--- src/rtl/if_fetch.sv ---
// Instruction fetch stage: one outstanding icache read, a single-word skid
// buffer for downstream stalls, and redirect handling that flushes in-flight reads.
module if_fetch #(
    parameter logic [31:0] RESET_PC = 32'h0000_0060
) (
    input  logic        clk,
    input  logic        rst,
    output logic        icache_read,
    output logic [31:0] icache_address,
    input  logic [31:0] icache_rdata,
    input  logic        icache_resp,
    input  logic        stall_i,
    input  logic        redirect_i,
    input  logic [31:0] redirect_pc_i,
    output logic        valid_o,
    output logic [31:0] pc_o,
    output logic [31:0] instr_o
);

    typedef enum logic [1:0] {
        S_REQ   = 2'd0,
        S_BUF   = 2'd1,
        S_FLUSH = 2'd2
    } state_t;

    state_t      state_reg,     state_next;
    logic [31:0] pc_reg,        pc_next;
    logic [31:0] target_reg,    target_next;
    logic [31:0] buf_pc_reg,    buf_pc_next;
    logic [31:0] buf_instr_reg, buf_instr_next;
    logic        valid_reg,     valid_next;
    logic [31:0] pc_o_reg,      pc_o_next;
    logic [31:0] instr_reg,     instr_next;
    logic        slot_free;

    // The read request is held steady until its response; reset masks it at once.
    assign icache_read    = !rst && ((state_reg == S_REQ) || (state_reg == S_FLUSH));
    assign icache_address = pc_reg;
    assign valid_o        = valid_reg;
    assign pc_o           = pc_o_reg;
    assign instr_o        = instr_reg;

    assign slot_free = !valid_reg || !stall_i;

    always_comb begin
        state_next     = state_reg;
        pc_next        = pc_reg;
        target_next    = target_reg;
        buf_pc_next    = buf_pc_reg;
        buf_instr_next = buf_instr_reg;
        valid_next     = valid_reg;
        pc_o_next      = pc_o_reg;
        instr_next     = instr_reg;

        if (redirect_i) begin
            // Redirect beats stall and response; everything in flight is dropped.
            valid_next     = 1'b0;
            buf_pc_next    = 32'd0;
            buf_instr_next = 32'd0;
            case (state_reg)
                S_BUF: begin
                    pc_next    = redirect_pc_i;
                    state_next = S_REQ;
                end
                S_REQ, S_FLUSH: begin
                    if (icache_resp) begin
                        pc_next    = redirect_pc_i;
                        state_next = S_REQ;
                    end else begin
                        // Address must not move while the read is outstanding.
                        target_next = redirect_pc_i;
                        state_next  = S_FLUSH;
                    end
                end
                default: state_next = S_REQ;
            endcase
        end else begin
            case (state_reg)
                S_REQ: begin
                    if (icache_resp) begin
                        pc_next = pc_reg + 32'd4;
                        if (slot_free) begin
                            valid_next = 1'b1;
                            pc_o_next  = pc_reg;
                            instr_next = icache_rdata;
                        end else begin
                            buf_pc_next    = pc_reg;
                            buf_instr_next = icache_rdata;
                            state_next     = S_BUF;
                        end
                    end else if (!stall_i) begin
                        valid_next = 1'b0;
                    end
                end
                S_BUF: begin
                    if (!stall_i) begin
                        valid_next = 1'b1;
                        pc_o_next  = buf_pc_reg;
                        instr_next = buf_instr_reg;
                        state_next = S_REQ;
                    end
                end
                S_FLUSH: begin
                    if (icache_resp) begin
                        pc_next    = target_reg;
                        state_next = S_REQ;
                    end
                    if (!stall_i) begin
                        valid_next = 1'b0;
                    end
                end
                default: state_next = S_REQ;
            endcase
        end
    end

    always_ff @(posedge clk) begin
        if (rst) begin
            state_reg     <= S_REQ;
            pc_reg        <= RESET_PC;
            target_reg    <= 32'd0;
            buf_pc_reg    <= 32'd0;
            buf_instr_reg <= 32'd0;
            valid_reg     <= 1'b0;
            pc_o_reg      <= 32'd0;
            instr_reg     <= 32'd0;
        end else begin
            state_reg     <= state_next;
            pc_reg        <= pc_next;
            target_reg    <= target_next;
            buf_pc_reg    <= buf_pc_next;
            buf_instr_reg <= buf_instr_next;
            valid_reg     <= valid_next;
            pc_o_reg      <= pc_o_next;
            instr_reg     <= instr_next;
        end
    end

endmodule

--- config.mk ---
export PLATFORM = sky130hd
export DESIGN_NAME = if_fetch
export DESIGN_NICKNAME = d
export VERILOG_FILES = /design/src/rtl/if_fetch.sv
export SDC_FILE = /design/constraint.sdc
export NUM_CORES = 1
export LEC_CHECK = 0
export CORE_MARGIN = 2
export CORE_UTILIZATION = 57
export CTS_CLUSTER_SIZE = 14
export DETAILED_ROUTE_END_ITERATION = 10
export PLACE_DENSITY = 0.84
export SLEW_MARGIN = 15
export SYNTH_ARGS = -nofsm -noshare
export SYNTH_HDL_FRONTEND = slang
export SYNTH_SLANG_ARGS = --single-unit
--- constraint.sdc ---
create_clock -name clk -period 6.6 [get_ports clk]
set_clock_uncertainty 0.05 [all_clocks]
set_input_delay 1.65 -clock clk [delete_from_list [all_inputs] [get_ports clk]]
set_output_delay 1.65 -clock clk [all_outputs]
set_load 0.005 [all_outputs]
Word level (Yosys, flattened, before mapping)
Cells that the tools add are included.

$add $sub $neg: 1. Multipliers: 0. Divide/modulo/power cells: 0. Order comparisons: 0. Equality and inequality tests: 12. Shift-type cells: 0. Multiplexer cells: 27. Bitwise gates (word level): 3. Reduce and logical (&&, ||, !) cells: 18.

Operator list (count): $mux 32 (10); $pmux 32 s2 (4); $add 32x3->32 const B (1); $ne 3x3->1 const B (6); $mux 2 (7); $reduce_and 5->1 (2); $reduce_and 3->1 (3); $ne 2x2->1 const B (3); $pmux 2 s3 (1); $reduce_bool 3->1 (2); $mux 1 (4); $reduce_and 4->1 (1); $reduce_or 2->1 (2); $logic_not 1->1 (3); $ne 3x1->1 const B (1); $not 1->1 (3); $pmux 1 s3 (1); $eq 2x1->1 const B (1); $eq 2x2->1 const B (1); $logic_not 2->1 (1); $logic_or 1x1->1 (2); $reduce_bool 2->1 (1); $logic_and 1x1->1 (1).

Register bits after elaboration: 195. Latch bits: 0. Memory bits (writable): 0. Bits in read-only memories: 0. Input bits: 69. Logic and storage cells: 69. Memories kept: 0.

Logic depth before layout (Yosys ltp)
Word-level depth: 6. Mapped depth: 9. Gate-level depth less buffers: 6.

Worst setup path before layout
No wires, ideal clock.

Path type: input to output. Start: input rst. End: output icache_read. Arrival: 2577 ps. Required time: 4900 ps. Path slack: 2323 ps. Cell stages on the path: 4. Cells stage by stage: clkbuf_1 -> buf_1 -> buf_1 -> nor2_1.

Cells in the longest elaborated chain, start to end: 2.

RTL lines: start, declared (line 7) `input logic rst,`; $logic_not 1->1 (line 37) `assign icache_read = !rst && ((state_reg == S_REQ) || (state_reg == S_FLUSH));`; $logic_and 1x1->1 (line 37); end, declared (line 8) `output logic icache_read,`.

Every way passes these cells.

Final worst setup path
Same ends and word-level chain as after synthesis.

==> metrics.txt <==
Yosys top cell area share=0.425; antenna viol nets, final=0; fmax=0.226 GHz; period utilization=0.670; largest net degree at the start of global routing=112; FF+latch count, synth=195; clock root buffer=clkbuf_16; CTS tree=built; Vias=8950; post-CTS setup buffer count=0; YS warnings=0; vias in the first global route=between 7000 and 8000; area occupied by multi-input gates=4850 um2; leakage=3.56 nW; outcome=finished clean; Pre-antenna DRT Iters=6; initial core utilization=0.581; Ports=167; critical path's largest stage delay=between 0.4 and 0.5 ns; clk_lat worst skew=between 0.4 and 0.5 ns; die height=131 um; Crit path max-delay family=buffers and inverters; Global Route Usage Sum=0.289; H-tree levels=4; Clock Sinks=195; mapped cell area=9200 um2; CP endpoint kind=output pin; VDD IR max=~0.21 mV; fill count=roughly 1200; worst path cell trace=buf_4 -> nor2_1 -> clkdlybuf4s50_1; layout cell share with drive strength beyond 1=0.0537; GP Congestion=0.939; Overflow after GRT=0; final setup fails=0; Die X=131 um; num rows=46; commonest non-fill, non-tap cell in the layout=nand2_1; Mapped Nets=around 1200; Rel. slew slack=0.136; Crit path buffers/inverters=2; DRC=0; slowest CP cell=buf_4; Post-CTS Resized=0; Slew Viols, Final=0; Hold WC Path Type=flop to flop; DP Wirelength=15700 um; Final Critical Period=~4.4 ns; antenna fix cells=0; Sequential Area=3900 um2; cell area power density=roughly 240 nW/um2; Design Power=2.77 mW; CP Data Arrival Time=2.73 ns; final hold violation count=0; DR vias/cell=around 6.2; initial antenna violation count=0; post-synthesis sequential area ratio=0.425; Mapped Cells=1133; first-pass GRT wire length=between 30000 and 40000 um; Core Area=approximately 16000 um2; ys flop type=dfxtp_1; routed len/inst=17.3 um; WS Path Type=input pin to output pin; DR iter-0 viols=slightly above 1000; clk slew on worst S/H paths=0.07 ns; Synth cell types=67; Slew @ Worst Pin=between 1 and 1.5 ns; critical-path maximum fanout=57; largest cells by area after synthesis=dfxtp_1 42%, nand2_1 10%, a21oi_1 9.8%; Placed Area=~11000 um2; finished layout cell area=11400 um2; Final nets=1288; Post-Route WL=25000 um; # hold bufs at CTS=0; commonest non-fill, non-tap cells in the layout=248 x nand2_1, 195 x dfxtp_1, 180 x a21oi_1, 164 x clkdlybuf4s50_1, 73 x mux2i_1; area leader, netlist=dfxtp_1; RSZ-0062 raised after global routing=false; Clock Path Buffers=2; die area=~17000 um2; Worst setup SP type=input pin; Max Cap Viol=0; synthesized area per cell=slightly above 8 um2; Post-Route Utilization=0.722; ys async rst share=0; EDFF count, synth=0; Req. time, crit path=4.90 ns; cts bufs inserted=17; Final TNS setup=0 ns; IO buf count=~170; Area growth syn-to-layout=24.2%
## logic make-up (layout without fill, tap and decap cells)
logic type      Yosys count  in the layout  synth area share
simple gates            378            378             0.186
compound gates          353            353             0.248
flops                   195            195             0.425
buf+inv                 129            224            0.0551
mux                      73             73            0.0795
fa+ha+maj                 4              4           0.00544
xor+xnor                  1              1          0.000953
## layout make-up
type,instances,area share
timing repair buffer,179,0.154
clock inverter,15,0.0141
multi-input combinational,809,0.424
sequential,195,0.342
inverter,13,0.00449
tap,216,0.0237
clock buffer,17,0.0372
## worst paths after layout
path	startpoint	endpoint	slack, ns	cells after the start
setup / recovery	rst	icache_read	2.17	3
hold / removal	target_reg[12]	target_reg[12]	0.40	2
setup reg to reg	state_reg[0]	icache_address[16]	3.36	7
hold reg to reg	target_reg[12]	target_reg[12]	0.40	2
## report_power, final
| group | internal, mW | leakage (nW) | switching [mW] |
|---|---|---|---|
| sequential | 1.24 | 1.59 | 0.0662 |
| combinational | 0.213 | 1.68 | 0.221 |
| clock | 0.538 | 0.285 | 0.492 |
## worst reg2reg max path: stages (launching register included)
cell and delay (ns):
dfxtp_1 0.43, inv_1 0.10, ha_2 0.18, buf_4 0.30, o21ai_1 0.56, nand2_1 0.73
and3_1 0.45, o32ai_1 0.33
## synth_stat cells (9+ instances only)
cell type	instances
mux2i_1	73
inv_1	12
buf_1	11
a311oi_1	67
nor2_1	22
nand4_1	10
nor4_1	11
dfxtp_1	195
nand2_1	250
nor2b_1	9
nand3_1	23
a21oi_1	180
buf_2	9
o21ai_0	24
clkbuf_1	93
## per-stage QoR
stage | std cells | hold slack (ns) | worst slack [ns]
finish | 1444 | 0.402 | 2.17
global route | 1444 | 0.418 | 2.10
CTS | 1444 | 0.403 | 2.17
detailed placement | 1412 | 0.393 | 2.16
global placement | 1412 | 0.387 | 2.15
floorplan | 1133 | 0.381 | 2.32
## layer usage
| metal | share of wire | global-route usage | vias to the layer above |
|---|---|---|---|
| met3 | 0.081 | 0.0489 | 55 |
| li1 | - | - | 4302 |
| met4 | 0.021 | 0.0964 | 0 |
| met2 | 0.45 | 0.435 | 429 |
| met1 | 0.44 | 0.422 | 4164 |
| met5 | 0 | 0 | - |
Note: power is estimated with default switching activity, not from simulation.
